$ cat src/rtl/uart_pkg.sv
// Shared UART1 definitions: frame geometry, line levels and the FSM state encoding.
package uart_pkg;

    localparam int unsigned DATA_BITS = 8;

    localparam logic START_LEVEL = 1'b0;
    localparam logic STOP_LEVEL  = 1'b1;
    localparam logic IDLE_LEVEL  = 1'b1;

    typedef enum logic [2:0] {
        IDLE      = 3'd0,
        START     = 3'd1,
        DATA      = 3'd2,
        PARITY    = 3'd3,
        STOP      = 3'd4,
        WAIT_IDLE = 3'd5
    } uart_state_e;

endpackage

$ cat src/rtl/uart_sync2.sv
// Two-flop synchronizer for the serial line; resets to the idle (high) level.
module uart_sync2
    import uart_pkg::*;
(
    input  logic clk,
    input  logic rst,
    input  logic d,
    output logic q
);

    logic meta;

    always_ff @(posedge clk or negedge rst) begin
        if (!rst) begin
            meta <= IDLE_LEVEL;
            q    <= IDLE_LEVEL;
        end else begin
            meta <= d;
            q    <= meta;
        end
    end

endmodule

$ cat src/rtl/uart1_rx.sv
// UART1 receiver: 8 data bits LSB-first, even parity, one stop bit, delivered
// on a valid/ready port with parity, framing and overrun flags.
module uart1_rx
    import uart_pkg::*;
#(
    parameter int unsigned CLKS_PER_BIT = 1
) (
    input  logic       clk,
    input  logic       rst,
    input  logic       rx1,
    input  logic       data_ready,
    output logic [7:0] data_out,
    output logic       data_valid,
    output logic       parity_err,
    output logic       frame_err,
    output logic       overrun_err,
    output logic       rx_active
);

    localparam int unsigned HALF = (CLKS_PER_BIT - 1) / 2;
    localparam int unsigned TW   = (CLKS_PER_BIT > 1) ? $clog2(CLKS_PER_BIT) : 1;
    localparam int unsigned IW   = $clog2(DATA_BITS);

    localparam logic [TW-1:0] TMR_LAST = TW'(CLKS_PER_BIT - 1);
    localparam logic [TW-1:0] TMR_HALF = TW'((HALF > 0) ? HALF - 1 : 0);
    localparam logic [IW-1:0] IDX_LAST = IW'(DATA_BITS - 1);

    // With HALF=0 the start sample is the detect cycle itself, so START is skipped.
    localparam uart_state_e FIRST_ST = (HALF == 0) ? DATA : START;

    logic                 rx_s;
    uart_state_e          state, state_next;
    logic [TW-1:0]        tmr, tmr_next;
    logic [IW-1:0]        idx, idx_next;
    logic [DATA_BITS-1:0] sr, sr_next;
    logic                 par, par_next;
    logic                 good_c, frame_c, load_c, overrun_c, tick_c;

    uart_sync2 u_sync (
        .clk (clk),
        .rst (rst),
        .d   (rx1),
        .q   (rx_s)
    );

    assign tick_c = (tmr == TMR_LAST);

    // Next-state, bit timer and sampling decisions.
    always_comb begin
        state_next = state;
        tmr_next   = tick_c ? '0 : tmr + TW'(1);
        idx_next   = idx;
        sr_next    = sr;
        par_next   = par;
        good_c     = 1'b0;
        frame_c    = 1'b0;

        case (state)
            IDLE: begin
                tmr_next = '0;
                idx_next = '0;
                if (rx_s == START_LEVEL) begin
                    state_next = FIRST_ST;
                end
            end
            START: begin
                if (tmr == TMR_HALF) begin
                    tmr_next   = '0;
                    state_next = (rx_s == START_LEVEL) ? DATA : IDLE;
                end
            end
            DATA: begin
                if (tick_c) begin
                    sr_next[idx] = rx_s;
                    if (idx == IDX_LAST) begin
                        state_next = PARITY;
                    end else begin
                        idx_next = idx + IW'(1);
                    end
                end
            end
            PARITY: begin
                if (tick_c) begin
                    par_next   = rx_s;
                    state_next = STOP;
                end
            end
            STOP: begin
                if (tick_c) begin
                    if (rx_s == STOP_LEVEL) begin
                        good_c     = 1'b1;
                        state_next = IDLE;
                    end else begin
                        frame_c    = 1'b1;
                        state_next = WAIT_IDLE;
                    end
                end
            end
            WAIT_IDLE: begin
                if (rx_s == IDLE_LEVEL) begin
                    state_next = IDLE;
                end
            end
            default: state_next = IDLE;
        endcase
    end

    // An accept in the completion cycle frees the register, so no overrun.
    assign load_c    = good_c && (!data_valid || data_ready);
    assign overrun_c = good_c && data_valid && !data_ready;

    always_ff @(posedge clk or negedge rst) begin
        if (!rst) begin
            state <= IDLE;
            tmr   <= '0;
            idx   <= '0;
            sr    <= '0;
            par   <= 1'b0;
        end else begin
            state <= state_next;
            tmr   <= tmr_next;
            idx   <= idx_next;
            sr    <= sr_next;
            par   <= par_next;
        end
    end

    always_ff @(posedge clk or negedge rst) begin
        if (!rst) begin
            data_out    <= '0;
            data_valid  <= 1'b0;
            parity_err  <= 1'b0;
            frame_err   <= 1'b0;
            overrun_err <= 1'b0;
            rx_active   <= 1'b0;
        end else begin
            if (load_c) begin
                data_out   <= sr;
                parity_err <= par ^ (^sr);
                data_valid <= 1'b1;
            end else if (data_valid && data_ready) begin
                data_valid <= 1'b0;
            end
            frame_err   <= frame_c;
            overrun_err <= overrun_c;
            rx_active   <= (state_next != IDLE);
        end
    end

endmodule

$ cat config.mk
export PLATFORM = sky130hd
export DESIGN_NAME = uart1_rx
export DESIGN_NICKNAME = d
export VERILOG_FILES = /design/src/rtl/uart_pkg.sv /design/src/rtl/uart_sync2.sv /design/src/rtl/uart1_rx.sv
export SDC_FILE = /design/constraint.sdc
export NUM_CORES = 1
export LEC_CHECK = 0
export CAP_MARGIN = 5
export CORE_MARGIN = 2
export CORE_UTILIZATION = 53
export CTS_CLUSTER_DIAMETER = 50
export CTS_CLUSTER_SIZE = 10
export DETAILED_ROUTE_END_ITERATION = 10
export PLACE_DENSITY = 0.82
export SETUP_SLACK_MARGIN = 0.4
export SYNTH_ARGS = -nofsm -noshare
export SYNTH_HDL_FRONTEND = slang
export SYNTH_SLANG_ARGS = --single-unit
$ cat constraint.sdc
create_clock -name clk -period 1.66 [get_ports clk]
set_input_delay 0.332 -clock clk [delete_from_list [all_inputs] [get_ports clk]]
set_output_delay 0.332 -clock clk [all_outputs]
set_load 0.02 [all_outputs]
==> results of run 1 <==
[cells in the mapped netlist (2+ instances only)]
master and instances:
nor2b_1 3, nand2_1 10, mux2_2 19, nand3_1 2, nor2_1 3, nand2b_1 2
a22o_1 2, dfrtp_1 28, xnor2_1 5, dfstp_2 2, ha_1 2
[repair_timing]
item,CTS,global route
gates cloned,1,0
pin swaps,5,8
setup buffers,12,6
setup endpoints to repair,33,31
gates resized for setup,58,37
[kinds of logic after synthesis]
group,Yosys count,share of synthesized area
flops,30,0.590
simple gates,28,0.122
mux,19,0.168
xor+xnor,7,0.0588
compound gates,6,0.0333
buf+inv,2,0.00882
fa+ha+maj,2,0.0196
[final cells by class]
class                      count  area (sq um)  share of cell area
tap                           28          35.0              0.0189
multi-input combinational     63           656               0.353
sequential                    30           757               0.408
timing repair buffer          37           330               0.178
clock buffer                   8          78.8              0.0425
[report_power, final]
group / switching (W) / internal (W)
clock network: 0.000263 / 0.000289
logic: 0.000816 / 0.00119
registers: 0.000269 / 0.00103
total: 0.00135 / 0.00251
[worst max-delay path: cells and delay by family, from the launching register on]
kind                      cells  cell delay, ps
DFF                           1             450
xor gates and xnor gates      3             680
muxes                         1             270
[routing by layer]
layer  share of wire  wire length (microns)
met3           0.035                    104
met5               0                      0
met1            0.42                   1280
met2            0.52                   1560
met4           0.023                     69
[per-stage QoR]
stage | hold slack, ps | utilization | area [sq um] | total power, W | setup WS, ps
after global placement | 346 | 0.683 | 1540 | 0.00275 | 91.3
after CTS | 359 | 0.756 | 1710 | 0.00348 | 162
after global routing | 359 | 0.824 | 1860 | 0.00410 | 30.2
after floorplan | 36.4 | - | 1340 | 0.00237 | 242
final | 363 | 0.824 | 1860 | 0.00385 | 147
after detailed placement | 351 | 0.683 | 1540 | 0.00285 | 43.1
[layout by cell type (no fill, tap or decap), types with 3 or more instances in the layout]
| cell | synthesis | final |
|---|---|---|
| mux2_4 | 0 | 4 |
| clkdlybuf4s50_1 | 0 | 3 |
| buf_6 | 0 | 16 |
| buf_2 | 0 | 6 |
| dfrtp_1 | 28 | 25 |
| xnor2_1 | 5 | 3 |
| clkbuf_4 | 0 | 5 |
| buf_4 | 1 | 12 |
| dfrtp_2 | 0 | 3 |
| nor2b_1 | 3 | 3 |
| nand2_2 | 0 | 7 |
| mux2_2 | 19 | 15 |
| clkbuf_8 | 0 | 3 |
[sequential cells by signal, indices dropped and copies added, names as in the netlist]
register / flops
u_sync.q: 1
state: 3
sr: 8
data_out: 8
u_sync.meta: 1
par: 1
frame_err: 1
rx_active: 1
data_valid: 1
idx: 3
overrun_err: 1
parity_err: 1
[final timing paths]
check / end / slack [ps] / start
worst min-delay path: data_out[5]$_DFFE_PN0P_ / 360 / rst
worst min register to register: u_sync.q$_DFF_PN1_ / 360 / u_sync.meta$_DFF_PN1_
worst max-delay path: parity_err$_DFFE_PN0P_ / 150 / sr[6]$_DFFE_PN0P_
min in group clk: u_sync.q$_DFF_PN1_ / 360 / u_sync.meta$_DFF_PN1_
max in group asynchronous: u_sync.meta$_DFF_PN1_ / 970 / rst
worst max register to register: parity_err$_DFFE_PN0P_ / 150 / sr[6]$_DFFE_PN0P_
==> run metrics, run 1 <==
outcome complete, no violations; Non-Filler Instances 166; global route overflow 0; DRC 0; GR Util met3 0.121; DRT iter0 DRCs 21; Vias 905; Reg clk slew, reported paths 100 ps; DP Wirelength 1520 microns; Slew @ Worst Pin 376 ps; IO buf count 16; count of cell types in the netlist 27; worst reg-to-reg path cell count 4; sequential area share after synthesis 0.590; final slew viol count 0; EDFF count, synth 0; unrepaired setup endpoints after global routing true; Routed Antenna Nets 0; synthesis-stage register bit count 30; Worst Path Arrival 1760 ps; Mapped Cells 94; setup tns final 0 ps; worst clock skew 13.2 ps; TritonCTS clock tree yes; WS Path Type register to register; Synth area leader dfrtp_1; Starting Density 0.566; Worst Setup End Kind register; Layout Nets 143; layout cell share with drive strength beyond 1 0.638; Die W 53.1 microns; layer with the highest usage met2; Chip Height 53.1 microns; startpoint types register; first-pass GRT wire length 4250 microns; Max Cap Viol 0; Longest Clk Path Bufs 2; synthesized area 1280 sq um; max_slew headroom 0.750; gr usage total 0.233; # diodes 0; Final Cycle Share 0.911; antenna violations before repair 0; Inst Count DP 139; Core ar. 2250 sq um; asr flop ratio synth 1.00; GR met2 Demand/Resource 0.371; Clock Latency Late Sink 350 ps; syn nets 100; clock buffer count from CTS 5; H-tree Lvls 2; Syn. warnings 0; RD Place Congestion 0.757; slowest CP cell dfrtp_1; CTS Sinks 30; DIE AREA 2820 sq um; Leak 0.869 nW; largest net degree at the start of global routing 31; # setup viols final 0; Avg Inst Size Synth 13.6 sq um; Final Hold Vio Count 0; row count 17; Yosys top cell area share 0.549; hold bufs inserted after CTS 0; CP max stage delay 450 ps; Worst IR Drop VDD 1.51 mV; synth top area cells dfrtp_1 (55%), mux2_2 (17%), dfstp_2 (4.1%); GR met1 Demand/Resource 0.265; Hold Crit Class primary input to asynchronous set/reset pin; clock root buffer clkbuf_4; Synth Flop Type dfrtp_1; power per cell area 2080 nW/um^2; vias in the first global route 894; Ports 17; drt wl/cell 18.1 microns; Fmax 661 MHz; Vias per Instance 5.45; CP Max Fanout 3; area growth from synthesis to layout 45.5%; 1st-pass router iterations 4; Final min period 1510 ps; Worst EP required 1910 ps; Filler Cells Inserted 124; Total Wirelength 3010 microns; CP Cell Sequence xnor2_2, xnor3_1, xnor2_1, mux2_4
(Power assumes the default switching activity.)
==> run 2: changes to the inputs <==
- CORE_UTILIZATION: 53 -> 30
- PLACE_DENSITY: 0.82 -> 0.54
==> run 2 against run 1 <==
Effect of this change:
- power shrank 9.9%
- flip-flop and latch count is the same
- sequential share of layout area grew 3.2 points
- critical path type unchanged
- highest routed layer unchanged
==> run metrics, run 2 (synthesized netlist as in run 1, its figures left out) <==
outcome complete, no violations (unchanged); Chip Height 69.2 microns (was 53.1 microns); Leak 0.783 nW (was 0.869 nW); DP Wirelength 1580 microns (was 1520 microns); Starting Density 0.315 (was 0.566); Clock Latency Late Sink 270 ps (was 350 ps); IO buf count 16 (unchanged); global route overflow 0 (unchanged); gr usage total 0.111 (was 0.233); Ports 17 (unchanged); CP most frequent cell xnor2_1; Worst Setup End Kind register (unchanged); 1st-pass router iterations 2 (was 4); CTS Sinks 30 (unchanged); worst clock skew 4.92 ps (was 13.2 ps); most frequent cells in the layout dfrtp_1 (25), mux2_2 (18), buf_2 (9), buf_4 (9) (was dfrtp_1 (25), buf_6 (16), mux2_2 (15), buf_4 (12), nand2_2 (7)); Final Hold Vio Count 0 (unchanged); DRT iter0 DRCs 33 (was 21); Fmax 669 MHz (was 661 MHz); Inst Count DP 161 (was 139); Longest Clk Path Bufs 2 (unchanged); slowest CP cell xnor3_1 (was dfrtp_1); # setup viols final 0 (unchanged); CP max stage delay 440 ps (was 450 ps); vias in the first global route 854 (was 894); Vias 842 (was 905); hold bufs inserted after CTS 0 (unchanged); Die W 69.2 microns (was 53.1 microns); DRC 0 (unchanged); Slew @ Worst Pin 388 ps (was 376 ps); Worst Path Arrival 1650 ps (was 1760 ps); Non-Filler Instances 178 (was 166); unrepaired setup endpoints after global routing true (unchanged); Worst IR Drop VDD 0.786 mV (was 1.51 mV); Routed Antenna Nets 0 (unchanged); final slew viol count 0 (unchanged); RD Place Congestion 0.700 (was 0.757); first-pass GRT wire length 4130 microns (was 4250 microns); power per cell area 2020 nW/um^2 (was 2080 nW/um^2); row count 23 (was 17); Filler Cells Inserted 397 (was 124); CP Max Fanout 2 (was 3); Max Cap Viol 0 (unchanged); Reg clk slew, reported paths 60 ps (was 100 ps); GR Util met3 0.0392 (was 0.121); # diodes 0 (unchanged); max_slew headroom 0.741 (was 0.750); Total Wirelength 2460 microns (was 3010 microns); Bufs and invs on worst path 0 (unchanged); Largest regs data_out (8), sr (8) (unchanged); Final Cycle Share 0.900 (was 0.911); clock buffer count from CTS 5 (unchanged); GR met1 Demand/Resource 0.140 (was 0.265); layer with the highest usage met2 (unchanged); CP Cell Sequence xnor2_1, xnor3_1, xnor2_1, mux2_2 (was xnor2_2, xnor3_1, xnor2_1, mux2_4); startpoint types register (unchanged); GR met2 Demand/Resource 0.167 (was 0.371); Final min period 1490 ps (was 1510 ps); WS Path Type register to register (unchanged); Core ar. 4060 sq um (was 2250 sq um); largest net degree at the start of global routing 31 (unchanged); area growth from synthesis to layout 34.9% (was 45.5%); antenna violations before repair 0 (unchanged); Vias per Instance 4.73 (was 5.45); Layout Nets 133 (was 143); setup tns final 0 ps (unchanged); layout cell share with drive strength beyond 1 0.578 (was 0.638); most common cell after layout, fill and taps aside dfrtp_1 (unchanged); Worst EP required 1820 ps (was 1910 ps); Top Family by Delay on Critical Path XOR/XNOR gates (unchanged); DIE AREA 4790 sq um (was 2820 sq um); drt wl/cell 13.8 microns (was 18.1 microns); H-tree Lvls 2 (unchanged); TritonCTS clock tree yes (unchanged); clock root buffer clkbuf_8 (was clkbuf_4); Hold Crit Class register to register (was primary input to asynchronous set/reset pin)
==> run 2: cell count changes in the layout (fill, tap and decap cells not counted), moves of 3 or more <==
| cell | before | now |
|---|---|---|
| clkbuf_2 | 0 | 3 |
| buf_6 | 16 | 2 |
| clkbuf_4 | 5 | 0 |
| buf_2 | 6 | 9 |
| mux2_4 | 4 | 1 |
| buf_4 | 12 | 9 |
| clkbuf_8 | 3 | 6 |
| mux2_2 | 15 | 18 |
==> run 2: final cells by class <==
type                    instances  area (sq um)  area share
clock buffers                   7          86.3      0.0501
clock inverters                 1          5.00     0.00291
multi-input cells              63           619       0.360
flip-flops and latches         30           757       0.440
well taps                      50          62.6      0.0363
repair buffers                 27           191       0.111
==> run 2: metrics by stage <==
step,total power [W],area [sq um],setup slack (ps),utilization,hold slack (ps)
6_report,0.00347,1720,166,0.424,349
5_1_grt,0.00373,1720,92.9,0.424,356
4_1_cts,0.00356,1750,188,0.432,352
3_5_place_dp,0.00283,1570,55.7,0.386,347
3_3_place_gp,0.00279,1570,86.0,0.386,347
2_1_floorplan,0.00237,1340,242,-,36.4
==> run 2: path summary, 6_finish.rpt <==
path                                            start                endpoint  slack [ps]  cells past startpoint
worst max register to register      sr[5]$_DFFE_PN0P_  parity_err$_DFFE_PN0P_         170                      4
worst min-delay path            u_sync.meta$_DFF_PN1_      u_sync.q$_DFF_PN1_         350                      0
min in group asynchronous                         rst     rx_active$_DFF_PN0_         450                      2
worst max-delay path                sr[5]$_DFFE_PN0P_  parity_err$_DFFE_PN0P_         170                      4
max in group asynchronous                         rst      u_sync.q$_DFF_PN1_         900                      2
worst min register to register  u_sync.meta$_DFF_PN1_      u_sync.q$_DFF_PN1_         350                      0
==> run 2: power by group <==
part           total, W  leakage [nW]  switching [W]  internal [W]
sequential      0.00125         0.361       0.000222       0.00103
combinational   0.00163         0.374       0.000690      0.000940
clock          0.000591        0.0482       0.000257      0.000334
==> run 2: worst reg2reg max path, stage by stage (launching register included) <==
cell	delay (ps)
dfrtp_1	390
xnor2_1	170
xnor3_1	440
xnor2_1	140
mux2_2	250
==> run 2: layer usage <==
| layer | vias to the layer above | part of all wire |
|---|---|---|
| met5 | - | 0 |
| met4 | 0 | 0.025 |
| met3 | 5 | 0.031 |
| met2 | 9 | 0.52 |
| met1 | 430 | 0.43 |
| li1 | 398 | - |
==> run 2: what timing repair did <==
action                     CTS  global route
setup endpoints to repair   33            33
gates resized for setup     41            21
pin swaps                    3             2
gates cloned                 0             1
setup buffers                8             0
==> run 3: changes to the inputs <==
- CORE_ASPECT_RATIO: not set -> 1.75
- CTS_BUF_LIST: not set -> sky130_fd_sc_hd__clkbuf_8
- TNS_END_PERCENT: not set -> 30
==> run 3 against run 2 <==
Effect of this change:
- register-to-register slack better by 30 ps
- flip-flop and latch count stayed put
- maximum frequency is 2.3% higher
- core utilization is 0.69 points higher
- combinational power about the same
- hold slack gained 9.7 ps
- final area up 3.0%
- first-iteration DRC count decreased by 70%
- global-route usage grew 0.96 points
- largest power group unchanged
==> run metrics, run 3 (synthesized netlist as in run 1, its figures left out) <==
DRT iter0 DRCs 10 (was 33); gr usage total 0.121 (was 0.111); Min Hold Slack 359 ps (was 349 ps); layer with the highest usage met2 (unchanged); GR met2 Demand/Resource 0.206 (was 0.167); DP Wirelength 1670 microns (was 1580 microns); setup tns final 0 ps (unchanged); Vias 846 (was 842); clock root buffer clkbuf_8 (unchanged); final slew viol count 0 (unchanged); Chip Height 90.3 microns (was 69.2 microns); Worst Path Arrival 1620 ps (was 1650 ps); Final min period 1460 ps (was 1490 ps); unrepaired setup endpoints after global routing true (unchanged); IO buf count 16 (unchanged); Reg clk slew, reported paths 60 ps (about the same); first-pass GRT wire length 4160 microns (was 4130 microns); Final Instance Area 1770 sq um (was 1720 sq um); DIE AREA 4810 sq um (was 4790 sq um); Vias per Instance 4.65 (was 4.73); Starting Density 0.310 (was 0.315); GR met1 Demand/Resource 0.122 (was 0.140); drt wl/cell 13.6 microns (was 13.8 microns); largest net degree at the start of global routing 31 (unchanged); outcome complete, no violations (unchanged); max_slew headroom 0.746 (was 0.741); area growth from synthesis to layout 38.9% (was 34.9%); Fmax 685 MHz (was 669 MHz); antenna violations before repair 0 (unchanged); Filler Cells Inserted 415 (was 397); # diodes 0 (unchanged); Largest regs data_out (8), sr (8) (unchanged); hold bufs inserted after CTS 0 (unchanged); Die W 53.3 microns (was 69.2 microns); layout cell share with drive strength beyond 1 0.489 (was 0.578); clock buffer count from CTS 5 (unchanged); Final Cycle Share 0.880 (was 0.900); Hold Crit Class register to register (unchanged); CP Max Fanout 3 (was 2); worst clock skew 8.12 ps (was 4.92 ps); row count 31 (was 23); 1st-pass router iterations 4 (was 2); Worst EP required 1820 ps (about the same); most frequent cells in the layout dfrtp_1 (26), mux2_2 (19), buf_4 (16), nand2_1 (7), dlygate4sd2_1 (7) (was dfrtp_1 (25), mux2_2 (18), buf_2 (9), buf_4 (9)); Post-DP Area 1540 sq um (was 1570 sq um); Longest Clk Path Bufs 2 (unchanged); CTS Sinks 30 (unchanged); Core ar. 4110 sq um (was 4060 sq um); Clock Latency Late Sink 280 ps (was 270 ps); Slew @ Worst Pin 381 ps (was 388 ps); H-tree Lvls 2 (unchanged); startpoint types register (unchanged); DRC 0 (unchanged); Layout Nets 138 (was 133); Routed Antenna Nets 0 (unchanged); Worst Setup End Kind register (unchanged); Total Wirelength 2470 microns (was 2460 microns); Leak 0.823 nW (was 0.783 nW); Ports 17 (unchanged); WS Path Type register to register (unchanged); TritonCTS clock tree yes (unchanged); Final Hold Vio Count 0 (unchanged); Worst IR Drop VDD 0.787 mV (was 0.786 mV); most common cell after layout, fill and taps aside dfrtp_1 (unchanged); # setup viols final 0 (unchanged); vias in the first global route 887 (was 854); Max Cap Viol 0 (unchanged); GR Util met3 0.0397 (was 0.0392); global route overflow 0 (unchanged); power per cell area 1950 nW/um^2 (was 2020 nW/um^2); RD Place Congestion 0.728 (was 0.700)
==> run 3: metrics by stage <==
step                      setup WS, ps  power (W)  utilization  std cells
after global placement            34.2    0.00276        0.374        160
after global routing               152    0.00370        0.431        182
after floorplan                    242    0.00234            -         94
final                              200    0.00345        0.431        182
after CTS                          170    0.00338        0.414        175
after detailed placement         -9.36    0.00279        0.374        160
==> run 3: worst max-delay path, stage by stage (launching register included) <==
cell and delay (ps):
dfrtp_1 400, xnor2_1 140, xnor3_1 420, xnor2_1 130, mux2_2 260
==> run 3: layout make-up <==
cell class,count,area [sq um],area share
flip-flops and latches,30,756,0.426
clock buffers,5,68.8,0.0388
multi-input cells,63,603,0.340
clock inverters,3,11.3,0.00635
repair buffers,32,273,0.154
well taps,49,61.3,0.0346
==> run 3: what timing repair did <==
| item | in CTS | in global routing |
|---|---|---|
| setup buffers | 6 | 7 |
| setup endpoints to repair | 33 | 32 |
| pin swaps | 4 | 6 |
| cloned | 1 | 0 |
| resized for setup | 34 | 5 |
==> run 3: path summary, 6_finish.rpt <==
kind | from | slack (ps) | cells after the start | end
max | sr[2]$_DFFE_PN0P_ | 200 | 4 | parity_err$_DFFE_PN0P_
min | u_sync.meta$_DFF_PN1_ | 360 | 0 | u_sync.q$_DFF_PN1_
max reg2reg | sr[2]$_DFFE_PN0P_ | 200 | 4 | parity_err$_DFFE_PN0P_
min reg2reg | u_sync.meta$_DFF_PN1_ | 360 | 0 | u_sync.q$_DFF_PN1_
max in group asynchronous | rst | 900 | 2 | u_sync.meta$_DFF_PN1_
min in group asynchronous | rst | 450 | 2 | idx[0]$_DFFE_PN0P_
==> run 3: where the power goes <==
| group | internal, W | total [W] | switching [W] |
|---|---|---|---|
| Clock | 0.000278 | 0.000538 | 0.000259 |
| Combinational | 0.000999 | 0.00166 | 0.000658 |
| Sequential | 0.00103 | 0.00126 | 0.000231 |
| Total | 0.00231 | 0.00345 | 0.00115 |
==> run 3: per-layer routing <==
metal / vias to the layer above / part of all wire
met5: - / 0
met3: 6 / 0.035
met2: 13 / 0.58
li1: 406 / -
met4: 0 / 0.027
met1: 421 / 0.36
